## src/rtl/box_draw_controller.sv

```systemverilog
// ---------------------------------------------------------------------------
// box_draw_controller
//   Draw-control FSM for the VGA pixel path. A go request latches a base
//   (x,y), a colour and an erase flag. A start request then walks a
//   BOX_W x BOX_H rectangle one pixel per clock, strobing writeEn for each
//   pixel. Abort cancels either the pending load or the draw in progress.
//
// Ports
//   clock          system clock, all state changes on posedge
//   reset          synchronous active-high reset, overrides every input
//   go             load request (accepted only when idle)
//   start_drawing  start request (accepted only while waiting after a load)
//   abort          cancel the pending load or the running draw
//   erase          0 = draw colour_in, 1 = draw colour 0
//   x_in, y_in     base coordinate of the rectangle
//   colour_in      fill colour
//   x_out, y_out   pixel coordinate to the adapter (wraps mod 2^width)
//   colour_out     pixel colour to the adapter
//   writeEn        pixel write strobe, one pixel per high cycle
//   busy           high while waiting for start or drawing
//   done           one-cycle pulse after the last pixel of a completed box
//
// All outputs are registers loaded from the next-state values, so they
// show the same cycle timing as a decode of the current state.
// ---------------------------------------------------------------------------
module box_draw_controller #(
   parameter int X_BITS      = 8,
   parameter int Y_BITS      = 7,
   parameter int COLOUR_BITS = 3,
   parameter int BOX_W       = 4,
   parameter int BOX_H       = 4
) (
   input  logic                   clock,
   input  logic                   reset,
   input  logic                   go,
   input  logic                   start_drawing,
   input  logic                   abort,
   input  logic                   erase,
   input  logic [X_BITS-1:0]      x_in,
   input  logic [Y_BITS-1:0]      y_in,
   input  logic [COLOUR_BITS-1:0] colour_in,
   output logic [X_BITS-1:0]      x_out,
   output logic [Y_BITS-1:0]      y_out,
   output logic [COLOUR_BITS-1:0] colour_out,
   output logic                   writeEn,
   output logic                   busy,
   output logic                   done
);

   localparam int CX_W = $clog2(BOX_W) + 1;
   localparam int CY_W = $clog2(BOX_H) + 1;
   localparam logic [CX_W-1:0] CX_LAST = CX_W'(BOX_W - 1);
   localparam logic [CY_W-1:0] CY_LAST = CY_W'(BOX_H - 1);

   typedef enum logic [1:0] {
      S_IDLE      = 2'd0,
      S_LOAD_WAIT = 2'd1,
      S_DRAW      = 2'd2,
      S_DONE      = 2'd3
   } state_t;

   state_t                 state_r;
   state_t                 next_state_s;
   logic [X_BITS-1:0]      base_x_r;
   logic [Y_BITS-1:0]      base_y_r;
   logic [COLOUR_BITS-1:0] colour_r;
   logic                   erase_r;
   logic [CX_W-1:0]        cx_r;
   logic [CY_W-1:0]        cy_r;
   logic [CX_W-1:0]        cx_next_s;
   logic [CY_W-1:0]        cy_next_s;
   logic                   load_s;

   logic [X_BITS-1:0]      x_out_r;
   logic [Y_BITS-1:0]      y_out_r;
   logic [COLOUR_BITS-1:0] colour_out_r;
   logic                   write_en_r;
   logic                   busy_r;
   logic                   done_r;

   // Next-state, pixel-stepping and load-enable decode.
   always_comb begin
      next_state_s = state_r;
      cx_next_s    = cx_r;
      cy_next_s    = cy_r;
      load_s       = 1'b0;
      case (state_r)
         S_IDLE: begin
            if (go) begin
               load_s       = 1'b1;
               next_state_s = S_LOAD_WAIT;
            end else begin
               next_state_s = S_IDLE;
            end
         end
         S_LOAD_WAIT: begin
            if (abort) begin
               next_state_s = S_IDLE;
            end else if (start_drawing) begin
               cx_next_s    = {CX_W{1'b0}};
               cy_next_s    = {CY_W{1'b0}};
               next_state_s = S_DRAW;
            end else begin
               next_state_s = S_LOAD_WAIT;
            end
         end
         S_DRAW: begin
            if (cx_r == CX_LAST) begin
               cx_next_s = {CX_W{1'b0}};
               if (cy_r == CY_LAST) begin
                  next_state_s = S_DONE;
               end else begin
                  cy_next_s = cy_r + CY_W'(1);
               end
            end else begin
               cx_next_s = cx_r + CX_W'(1);
            end
            // Abort still lets this cycle's pixel through; it only
            // redirects the next state, so done is never reached.
            if (abort) begin
               next_state_s = S_IDLE;
            end else begin
               next_state_s = next_state_s;
            end
         end
         S_DONE: begin
            next_state_s = S_IDLE;
         end
         default: begin
            next_state_s = S_IDLE;
         end
      endcase
   end

   // State, latched parameters, pixel counters and registered outputs.
   always_ff @(posedge clock) begin
      if (reset) begin
         state_r      <= S_IDLE;
         base_x_r     <= {X_BITS{1'b0}};
         base_y_r     <= {Y_BITS{1'b0}};
         colour_r     <= {COLOUR_BITS{1'b0}};
         erase_r      <= 1'b0;
         cx_r         <= {CX_W{1'b0}};
         cy_r         <= {CY_W{1'b0}};
         x_out_r      <= {X_BITS{1'b0}};
         y_out_r      <= {Y_BITS{1'b0}};
         colour_out_r <= {COLOUR_BITS{1'b0}};
         write_en_r   <= 1'b0;
         busy_r       <= 1'b0;
         done_r       <= 1'b0;
      end else begin
         state_r <= next_state_s;
         cx_r    <= cx_next_s;
         cy_r    <= cy_next_s;
         if (load_s) begin
            base_x_r <= x_in;
            base_y_r <= y_in;
            colour_r <= colour_in;
            erase_r  <= erase;
         end
         // Base registers only change in S_IDLE, so they are stable
         // whenever the next state is S_DRAW.
         if (next_state_s == S_DRAW) begin
            x_out_r      <= base_x_r + X_BITS'(cx_next_s);
            y_out_r      <= base_y_r + Y_BITS'(cy_next_s);
            colour_out_r <= erase_r ? {COLOUR_BITS{1'b0}} : colour_r;
            write_en_r   <= 1'b1;
         end else begin
            x_out_r      <= {X_BITS{1'b0}};
            y_out_r      <= {Y_BITS{1'b0}};
            colour_out_r <= {COLOUR_BITS{1'b0}};
            write_en_r   <= 1'b0;
         end
         busy_r <= (next_state_s == S_LOAD_WAIT) || (next_state_s == S_DRAW);
         done_r <= (next_state_s == S_DONE);
      end
   end

   assign x_out      = x_out_r;
   assign y_out      = y_out_r;
   assign colour_out = colour_out_r;
   assign writeEn    = write_en_r;
   assign busy       = busy_r;
   assign done       = done_r;

endmodule

```

## config.mk

```make
export PLATFORM = sky130hd
export DESIGN_NAME = box_draw_controller
export DESIGN_NICKNAME = d
export VERILOG_FILES = /design/src/rtl/box_draw_controller.sv
export SDC_FILE = /design/constraint.sdc
export NUM_CORES = 1
export LEC_CHECK = 0
export ABC_AREA = 0
export BUFFER_PORTS_ARGS = -buffer_cell sky130_fd_sc_hd__buf_2
export CAP_MARGIN = 20
export CORE_ASPECT_RATIO = 0.6
export CORE_MARGIN = 3
export CORE_UTILIZATION = 45
export CTS_CLUSTER_DIAMETER = 60
export DETAILED_ROUTE_END_ITERATION = 8
export PLACE_DENSITY = 0.71
export SYNTH_ARGS = -nofsm -noshare
export SYNTH_HDL_FRONTEND = slang
export SYNTH_SLANG_ARGS = --single-unit
```

## constraint.sdc

```tcl
create_clock -name clock -period 3.1 [get_ports clock]
set_input_delay 0.62 -clock clock [delete_from_list [all_inputs] [get_ports clock]]
set_output_delay 0.62 -clock clock [all_outputs]
set_load 0.02 [all_outputs]
```

* Word level (Yosys, flattened, before mapping)
Cells that the tools add are included.
Word-level totals: input port bits 24, output and inout bits 21, latch bits 0, memory bits (read-only) 0, register bits 48, logic and storage cells 49, RAM bits 0, memories 0
Operators by class: mux-type cells 19, $add $sub $neg 4, shift-type cells 0, $lt $le $gt $ge 0, eq/ne operators 8, bitwise operators 1, div/mod/pow operators 0, reduce and logical (&&, ||, !) cells 4, multiply operators 0
Operator list (count):
- 3-bit 2-to-1 mux | 7
- 3-bit one-hot mux with 2 select lines | 2
- 2-bit 2-to-1 mux | 5
- 8-bit by 3-bit adder with 8-bit output | 1
- 2-bit equality test (second input constant) | 4
- 2-bit one-hot mux with 4 select lines | 1
- 7-bit by 3-bit adder with 7-bit output | 1
- 3-bit by 1-bit adder with 3-bit output (second input constant) | 2
- 3-bit by 2-bit equality test with 1-bit output (second input constant) | 2
- 2-bit by 1-bit equality test with 1-bit output (second input constant) | 2
- 1-bit 2-to-1 mux | 4
- 3-bit OR reduction | 1
- 2-bit logical NOT | 1
- 2-bit OR reduction | 1
- 1-bit logical OR | 1
- 1-bit inverter | 1

* Depth between registers and ports, before layout
Gate-level depths: netlist of run 1.
word-level depth 8, mapped depth 12

* Worst setup path before layout of run 1
Ideal clock, no wire load.
kind flip-flop to flip-flop, start reg cx_r[0], end reg y_out_r[6], in the netlist y_out[6], path slack 552 ps, buffers on the path 0, period minus slack after synthesis 2548 ps, arrival 2430 ps, stages on the path, launching flop included 12, data required time 2983 ps, cell sequence dfxtp_1 > ha_1 > nor2b_2 > a21boi_4 > mux2_4 > a22o_1 > ha_1 > fa_1 > a21o_1 > nand4_1 > xor2_1 > nor2_1
RTL lines:
- start: declaration | RTL line 68 | logic [CX_W-1:0] cx_r;
- start signal: assignment | RTL line 143 | cx_r <= {CX_W{1'b0}};
- start signal: assignment | RTL line 153 | cx_r <= cx_next_s;
- 3-bit by 2-bit equality test with 1-bit output | RTL line 108 | if (cx_r == CX_LAST) begin
- 3-bit 2-to-1 mux | RTL line 108
- 3-bit one-hot mux with 2 select lines | RTL line 87 | case (state_r)
- net cy_next_s[0] | RTL line 71 | logic [CY_W-1:0] cy_next_s;
- 7-bit by 3-bit adder with 7-bit output | RTL line 165 | y_out_r <= base_y_r + Y_BITS'(cy_next_s);
- end signal: assignment | RTL line 146 | y_out_r <= {Y_BITS{1'b0}};
- end signal: assignment | RTL line 165
- end signal: assignment | RTL line 170 | y_out_r <= {Y_BITS{1'b0}};
- end: declaration | RTL line 75 | logic [Y_BITS-1:0] y_out_r;
The timed path passes the listed nets, and every way through them passes these cells. A chain may end at the register's enable or synchronous reset.

* Worst setup path after layout of run 1
Ends and elaborated chain as after synthesis.

==> summary.txt, run 1 <==
Status
  – Status: finished, final reports clean

Synthesis
  – Mux contribution to synthesized area: less than 1%
  – FFs w/ async S/R, synth: 0%
  – Sequential share of the synthesized area: between 40% and 50%
  – Synthesis-stage register bit count: 48
  – Ys Warns: 0
  – Largest family of logic cells by synthesized area: simple AND/OR/NAND/NOR gates
  – Synth Area in Compound Gates: roughly 14%
  – Mapped Nets: 265
  – Post-synthesis cell area: about 2100 sq um
  – Number of flops mapped to enable cells by yosys: 0
  – Post-synthesis xor/xnor area fraction: under 10%
  – Primary FF master, synth: dfxtp_1
  – Syn Area/Cell: 9.21 sq um
  – Adder-Cell Fraction of Synth Area: 10.4%
  – Post-synthesis simple-gate area fraction: 21.0%
  – Synth Instances: 225
  – Post-synth cell types: 41

Worst setup path
  – Critical Path Sink Type: flip-flop
  – Worst Path Arrival: around 3000 ps
  – Crit-path max cell delay: 450 ps
  – CP Cell Sequence: ha_1 -> nor2b_2 -> a21boi_4 -> mux2_4 -> a22o_1 -> ha_1 -> fa_1 -> a21o_1 -> nand4_1 -> xor2_1 -> nor2_1
  – Worst endpoint required time: 3300 ps
  – Crit-path most repeated cell: ha_1
  – CP max-delay cell: fa_1
  – Critical Path Fanout Max: 3
  – Setup CP Type: reg -> reg
  – CP Launch Type: flip-flop

Clocking
  – CTS clock-pin slew for the worst setup and hold paths: approximately 90 ps
  – CTS tree: done
  – CTS resizes: 0
  – Total setup buffers inserted after CTS: 0
  – Clk root buf: clkbuf_8
  – Clk sink count: 48
  – Clock buffer depth: 2
  – Post-CTS Hold Fix Bufs: 0
  – Num CTS Buffers: 5
  – H-tree depth: 2
  – Skew-Pair Late Insertion Delay: 300 ps

Power and ir drop
  – Clk pwr share: 34.5%
  – Tot Pwr: about 1.1 mW
  – Switching fraction of total power: 23.6%
  – Combinational power share: around 7.3%
  – VDD IR-drop max: between 0.15 and 0.2 mV
  – Pint: 0.847 mW
  – Switch Pwr: 0.262 mW
  – PwrDens: 457 nW/um^2
  – Pleak: 1.12 nW
  – Reg power frac: 58.2%

Final layout
  – Antenna Cells: 0
  – Final Util: roughly 57%
  – FF+latch area: 961 sq um
  – Fillers: a little over 400
  – Share of cells above drive strength 1: a little over a fifth
  – Multi-input logic area: 1040 sq um
  – Commonest non-fill, non-tap cells in the layout: 48 x dfxtp_1, 47 x nand2_1, 44 x buf_2
  – Post-layout net count: 309
  – Layout area overhead: 17.2%
  – Most common cell after layout, fill and taps aside: dfxtp_1

Die
  – Core area: 4260 sq um
  – Die W: 93.6 um
  – IO Pins: 45
  – Initial Util: 48.7%
  – Rows: 18
  – Die Area: 5480 sq um
  – Die Y: 58.6 um

Global route
  – GRT Resource Usage Total: 16.8%
  – Largest net degree at the start of global routing: 26
  – Antenna violations before repair: 0
  – Global route overflow: 0
  – First-pass GRT wire length: roughly 7200 um
  – Vias in the first global route: 1586

Hold path
  – Worst min path class: reg -> reg

Drt
  – Detailed router's first-iteration violation count: 41
  – Post-Route WL: 4140 um
  – Drt drc: 0
  – Drt wl/cell: ~13 um
  – DRT Pass-1 Iters: 4
  – Via count: 1612
  – Vias per inst: around 4.9
  – Routed Antenna Nets: 0

STA
  – RSZ-0062 raised after global routing: no
  – Setup TNS: 0 ps
  – Final hold violation count: 0
  – Hold_ws: 456 ps
  – Final setup violation count: 0
  – Slew Viols, Final: 0
  – Post-route clock skew: 7.22 ps
  – Fmax: between 0.3 and 0.4 GHz
  – Relative slew margins: between 50% and 60%
  – Fin crit share: 88.6%
  – Worst slew pin tran: 712 ps
  – Crit path time final: 2750 ps

Place
  – RePlAce Congestion: 0.751
  – Dpl hpwl: 3020 um
  – Port-buffer cells: 44

Flow run
  – Max_cap viols: 0
metal layers:
layer / share of wire (%) / track usage (%) / up-vias
li1: - / - / 840
met1: 51 / 22.7 / 729
met2: 41 / 26.3 / 35
met3: 6.0 / 4.98 / 8
met4: 1.3 / 4.94 / 0
met5: 0 / 0 / -
power groups by stage:
stage	Clock, mW	Combinational [mW]	Sequential [mW]
floorplan	0	0.0544	0.659
global placement	0	0.0804	0.660
detailed placement	0	0.0815	0.661
CTS	0.394	0.0819	0.646
global route	0.423	0.0936	0.649
finish	0.382	0.0808	0.646
area by class of cell:
class	instances	area share, %
Clock buffer	7	3.55
Clock inverter	1	0.309
Inverter	7	1.08
Multi-Input combinational cell	162	43.0
Sequential cell	48	39.6
Tap cell	60	3.09
Timing Repair Buffer	45	9.38
synthesized netlist by cell type (2+ instances only):
library cell,number,area share [%]
a21o_1,4,1.4
a21oi_1,23,5.6
a32o_1,2,0.97
and2_1,10,3.0
and3_1,2,0.60
buf_2,4,0.97
clkbuf_1,2,0.36
dfxtp_1,48,46
fa_1,2,1.9
ha_1,14,8.5
inv_1,7,1.3
nand2_1,47,8.5
nand4_1,2,0.60
nor2_1,13,2.4
nor2b_1,5,1.5
nor3_1,2,0.48
nor3b_1,3,1.1
o21a_1,2,0.72
o21ai_0,3,0.72
xnor2_1,4,1.7
xor2_1,6,2.5
worst paths after layout:
kind,from,cells after the start,to,slack (ps)
hold reg to reg,colour_r[0],2,colour_r[0],460
hold / removal,colour_r[0],2,colour_r[0],460
setup reg to reg,cx_r[0],11,y_out[6],350
setup / recovery,cx_r[0],11,y_out[6],350
registers in the layout (all words and copies together), names as in the netlist, 2 cells and up:
register and count:
base_x_r 8, base_y_r 7, colour_out 3, colour_r 3, cx_r 3, cy_r 3, state_r 2, x_out 8
y_out 7
cells by family (layout without fill, tap and decap cells):
family / Yosys count / after routing
AOI/OAI and AO/OA: 44 / 44
muxes: 1 / 1
and+or+nand+nor: 91 / 91
adders and majority gates: 16 / 16
DFF: 48 / 48
buffers and inverters: 15 / 60
xor gates and xnor gates: 10 / 10
metrics by stage:
step | std cells | worst slack [ps] | area, sq um
after floorplan | 225 | 552 | 2070
after global placement | 322 | 452 | 2330
after detailed placement | 322 | 379 | 2330
after CTS | 330 | 356 | 2430
after global routing | 330 | 169 | 2430
final | 330 | 352 | 2430
critical path: cells and delay by family, from the launching register on:
kind / cells / cell delay [ps]
adder cells (fa/ha/maj): 3 / 870
XOR/XNOR: 1 / 140
flip-flops: 1 / 360
multiplexers: 1 / 320
AND/OR/NAND/NOR: 3 / 350
AO/OA/AOI/OAI: 3 / 610
Note: power is estimated with default switching activity, not from simulation.
==> run 2, diff against run 1 <==
Settings changed: CELL_PAD_IN_SITES_DETAIL_PLACEMENT from default to 0, CELL_PAD_IN_SITES_GLOBAL_PLACEMENT from default to 1, CORE_UTILIZATION 45 to 40, GPL_TIMING_DRIVEN from default to 0, PLACE_DENSITY 0.71 to 0.81, SLEW_MARGIN from default to 20.
==> run 2 against run 1 <==
  * Worst hold slack improved by 3.4 ps
  * Core utilization decreased by 5.6 points
  * Register-to-register slack got worse by 70 ps
  * First-iteration DRC count increased by 68%
  * Sequential share of layout area decreased by 0.48 points
  * Fmax decreased by 2.4%
==> summary.txt, run 2 (same netlist as run 1, synthesis figures left out) <==
Status
  – Status: finished, final reports clean

Final layout
  – Fillers: 465
  – Layout area overhead: 18.7%
  – FF+latch area: 961 sq um
  – Antenna Cells: 0
  – Share of cells above drive strength 1: 22.8%
  – Multi-input logic area: 1040 sq um
  – Commonest non-fill, non-tap cells in the layout: 48 x dfxtp_1, 47 x buf_2, 47 x nand2_1
  – Post-layout net count: 315
  – Most common cell after layout, fill and taps aside: dfxtp_1

Flow run
  – Max_cap viols: 0

Global route
  – First-pass GRT wire length: 7420 um
  – Global route overflow: 0
  – Vias in the first global route: 1495
  – GRT Resource Usage Total: 15.7%
  – Largest net degree at the start of global routing: 15
  – Antenna violations before repair: 0

Power and ir drop
  – Pleak: 1.15 nW
  – VDD IR-drop max: 0.241 mV
  – PwrDens: 451 nW/um^2

Clocking
  – CTS resizes: 0
  – H-tree depth: 2
  – Total setup buffers inserted after CTS: 0
  – CTS clock-pin slew for the worst setup and hold paths: 90 ps
  – Clk sink count: 48
  – Post-CTS Hold Fix Bufs: 0
  – Skew-Pair Late Insertion Delay: 290 ps
  – Num CTS Buffers: 5
  – CTS tree: done
  – Clock buffer depth: 2
  – Clk root buf: clkbuf_8

Die
  – Die Y: 61.8 um
  – Die W: a little under 100 um
  – IO Pins: 45
  – Die Area: 6110 sq um
  – Initial Util: between 40 and 50%
  – Rows: 19
  – Core area: 4780 sq um

Drt
  – Post-Route WL: 4480 um
  – Drt drc: 0
  – Vias per inst: slightly below 5
  – Detailed router's first-iteration violation count: 69
  – Via count: about 1600
  – Routed Antenna Nets: 0
  – DRT Pass-1 Iters: 7
  – Drt wl/cell: 13.2 um

STA
  – PnR worst setup slack: 283 ps
  – Worst slew pin tran: ~460 ps
  – RSZ-0062 raised after global routing: no
  – Hold_ws: 459 ps
  – Setup TNS: 0 ps
  – Final hold violation count: 0
  – Relative slew margins: 69.4%
  – Slew Viols, Final: 0
  – Final setup violation count: 0
  – Fmax: 0.355 GHz
  – Post-route clock skew: around 7.4 ps
  – Crit path time final: between 2000 and 3000 ps
  – Fin crit share: 90.9%

Worst setup path
  – Critical Path Fanout Max: 3
  – Worst Path Arrival: 3000 ps
  – CP Launch Type: flip-flop
  – Worst R2R Setup Slack: 280 ps
  – Setup CP Type: reg -> reg
  – Critical Path Sink Type: flip-flop
  – Worst endpoint required time: around 3300 ps

Hold path
  – Worst min path class: reg -> reg

Place
  – Setup WS pre-CTS: 303 ps
  – Port-buffer cells: 43
  – RePlAce Congestion: 0.838
  – Dpl hpwl: 3500 um
run 2: where the power goes:
group          internal, mW  switching, mW  total [mW]
Clock                 0.178          0.197       0.375
Combinational        0.0366         0.0485      0.0851
Sequential            0.633         0.0160       0.649
run 2: worst max-delay path: stages, from the launching register on:
cell and delay, ps:
dfxtp_1 370, ha_1 210, nor2b_2 210, a21boi_4 220
mux2_4 320, a22o_1 190, ha_1 230, fa_1 440
a21o_1 210, nand4_1 100, xor2_1 150, nor2_1 60
run 2: layout make-up:
| class | count | share of cell area, % |
|---|---|---|
| Buffer | 8 | 1.63 |
| Inverter | 7 | 1.07 |
| Multi-Input combinational cell | 162 | 42.5 |
| Timing Repair Buffer | 43 | 8.75 |
| Clock inverter | 2 | 0.407 |
| Tap cell | 63 | 3.21 |
| Clock buffer | 6 | 3.36 |
| Sequential cell | 48 | 39.1 |
run 2: routing by layer:
metal	vias up	GRT usage [%]	share of wire (%)
met5	-	0	0
met4	0	2.92	0.33
met3	2	5.46	7.1
met2	45	20.9	36
met1	725	24.2	56
li1	856	-	-
run 2: final timing paths:
kind | startpoint | end | cells past startpoint
hold / removal | colour_r[0] | colour_r[0] | 2
setup reg to reg | cx_r[0] | y_out[6] | 11
setup / recovery | cx_r[0] | y_out[6] | 11
hold reg to reg | colour_r[0] | colour_r[0] | 2
run 2: stage by stage:
step	area [sq um]	utilization (%)	total power, mW	cells
2_1_floorplan	2070	-	0.713	225
3_3_place_gp	2370	49.5	0.747	331
3_5_place_dp	2370	49.5	0.748	331
4_1_cts	2460	51.5	1.12	339
5_1_grt	2460	51.5	1.16	339
6_report	2460	51.5	1.11	339
==> run 3, diff against run 2 <==
Settings changed: ABC_AREA 0 to 1, CAP_MARGIN 20 to default, CORE_UTILIZATION 40 to 39.
==> run 3 against run 2 <==
  * Synthesized cell count is 18% higher
  * Worst hold slack worse by 17 ps
  * Largest cell class unchanged
  * Area after synthesis rose by 4.3%
  * Final area grew 5.2%
  * Global-route usage is 1.5 points lower
  * Cell count up 13%
  * Power increased by 12%
  * Fmax is 11% higher
  * Critical path depth increased by 3
  * Non-clock buffer count stayed put
  * Sequential share of layout area is 1.9 points lower
  * Via count rose by 3.9%
==> summary.txt, run 3 <==
Drt
  – Drt drc: 0
  – Vias per inst: between 4 and 5
  – Routed Antenna Nets: 0
  – DRT Pass-1 Iters: 4
  – Post-Route WL: 4260 um
  – Detailed router's first-iteration violation count: 68
  – Drt wl/cell: approximately 11 um
  – Via count: 1691

Final layout
  – Post-layout net count: 356
  – Post-route insts no fill: 383
  – Layout area overhead: 19.6%
  – Antenna Cells: 0
  – Share of cells above drive strength 1: 26.8%
  – Design Area, Final: 2590 sq um
  – Commonest non-fill, non-tap cells in the layout: 48 x dfxtp_1, 45 x buf_2, 40 x nand2_1
  – Most common cell after layout, fill and taps aside: dfxtp_1

STA
  – Slew Viols, Final: 0
  – Relative slew margins: just under 70%
  – Fmax: 0.396 GHz
  – Final setup violation count: 0
  – Post-route clock skew: 5.88 ps
  – Final hold violation count: 0
  – Fin crit share: roughly four fifths
  – RSZ-0062 raised after global routing: no
  – Setup TNS: 0 ps
  – Worst slew pin tran: 470 ps
  – Crit path time final: 2530 ps

Worst setup path
  – Worst Path Arrival: 2760 ps
  – Worst endpoint required time: ~3300 ps
  – Setup CP Type: reg -> reg
  – CP Buf/Inv Count: 4
  – Critical Path Sink Type: flip-flop
  – Critical Path Fanout Max: 4
  – Crit-path max cell delay: ~420 ps
  – Crit-path most repeated cell: inv_1
  – CP Launch Type: flip-flop
  – CP delay by family, top: adder cells
  – CP Cell Sequence: inv_1 -> ha_1 -> inv_1 -> a21oi_2 -> inv_2 -> o21ai_1 -> inv_1 -> ha_1 -> fa_1 -> nand2_1 -> nand2_1 -> nand4_1 -> o21ai_2 -> a21oi_1
  – CP max-delay cell: fa_1

Place
  – Area after DPL: 2460 sq um
  – Port-buffer cells: 43
  – RePlAce Congestion: 0.795
  – Dpl cells: 375
  – Dpl hpwl: 3290 um

Die
  – Initial Util: between 40 and 50%
  – IO Pins: 45
  – Die Y: 63.7 um
  – Core area: 5200 sq um
  – Die W: 102 um
  – Die Area: 6500 sq um
  – Rows: 20

Synthesis
  – Post-synth cell types: 29
  – Commonest cells post-synth: 48 x dfxtp_1, 40 x nand2_1, 35 x nor2_1, 34 x inv_1, 21 x o21ai_0
  – Sequential share of the synthesized area: between 40% and 50%
  – Post-synth top area cell: dfxtp_1
  – Share of the synthesized area in the top cell type: 44.4%
  – FFs w/ async S/R, synth: 0%
  – Synth area leaders: dfxtp_1 44%, ha_1 8.1%, nand2_1 6.9%
  – Synth Instances: 266
  – Number of flops mapped to enable cells by yosys: 0
  – Post-synthesis cell area: around 2200 sq um
  – Primary FF master, synth: dfxtp_1
  – Top-count cell post-synth: dfxtp_1
  – Mapped Nets: 306
  – Synthesis-stage register bit count: 48
  – Ys Warns: 0
  – Syn Area/Cell: just over 8 sq um

Clocking
  – CTS resizes: 0
  – H-tree depth: 2
  – Total setup buffers inserted after CTS: 0
  – Clk root buf: clkbuf_8
  – Clock buffer depth: 2
  – Skew-Pair Late Insertion Delay: approximately 300 ps
  – CTS clock-pin slew for the worst setup and hold paths: 90 ps
  – Num CTS Buffers: 5
  – Clk sink count: 48
  – CTS tree: done
  – Post-CTS Hold Fix Bufs: 0

Global route
  – Antenna violations before repair: 0
  – Vias in the first global route: 1540
  – First-pass GRT wire length: 7140 um
  – Global route overflow: 0
  – Largest net degree at the start of global routing: 15
  – GRT Resource Usage Total: 14.2%

Flow run
  – Max_cap viols: 0

Power and ir drop
  – VDD IR-drop max: between 0.15 and 0.2 mV
  – Pleak: roughly 1.3 nW
  – PwrDens: ~480 nW/um^2

Hold path
  – Worst min path class: reg -> reg

Status
  – Status: finished, final reports clean
-- run 3: changes by cell type after synthesis, sizes merged, moves of 3 or more --
| cell | change |
|---|---|
| nor3b | -3 |
| xnor2 | -4 |
| nor2 | +25 |
| nand2 | -3 |
| a21oi | +3 |
| nand3 | +13 |
| xor2 | -6 |
| o21ai | +25 |
| a21o | -4 |
| nor2b | -6 |
| inv | +32 |
| and2 | -9 |
-- run 3: where the power goes --
part,total (mW),internal (mW),switching [mW]
registers,0.654,0.638,0.0164
clock network,0.487,0.285,0.202
logic,0.0976,0.0370,0.0606
total,1.24,0.960,0.279
-- run 3: layout make-up --
class / instances / area, sq um
buffer: 8 / 57.6
clock buffer: 7 / 96.3
clock inverter: 1 / 30.0
fill: 542 / 2620
inverter: 39 / 154
multi-input combinational: 171 / 990
sequential: 48 / 961
tap: 66 / 82.6
timing repair buffer: 43 / 215
-- run 3: worst paths after layout --
path | start | to | slack [ps] | cells after the start
min | colour_r[1] | colour_out[1] | 440 | 2
max | state_r[0] | x_out[6] | 570 | 14
max reg2reg | state_r[0] | x_out[6] | 570 | 14
min reg2reg | colour_r[1] | colour_out[1] | 440 | 2
-- run 3: cells by family after synthesis --
family                     synth area share, %
and+or+nand+nor                           20.5
AOI/OAI and AO/OA                         15.3
DFF                                       44.4
buffers and inverters                     9.78
adders and majority gates                 9.95
-- run 3: worst min-delay path, cell delays in order (launching register included) --
cell	delay, ps
dfxtp_1	300
inv_1	60
nor2_1	40
-- run 3: metal layers --
| layer | GRT usage (%) | routed length [um] | vias to the layer above | share of wire, % |
|---|---|---|---|---|
| li1 | - | - | 943 | - |
| met1 | 22.4 | 2390 | 706 | 56 |
| met4 | 2.45 | 7 | 0 | 0.16 |
| met3 | 4.65 | 243 | 2 | 5.7 |
| met5 | 0 | 0 | - | 0 |
| met2 | 18.8 | 1620 | 40 | 38 |
-- run 3: stage by stage --
stage          total power, mW  util (%)  setup slack, ps  hold WS [ps]
2_1_floorplan            0.731         -              878           415
3_3_place_gp             0.765      47.3              576           429
3_5_place_dp             0.767      47.3              594           432
4_1_cts                   1.25      49.7              564           446
5_1_grt                   1.29      49.7              368           472
6_report                  1.24      49.7              572           442
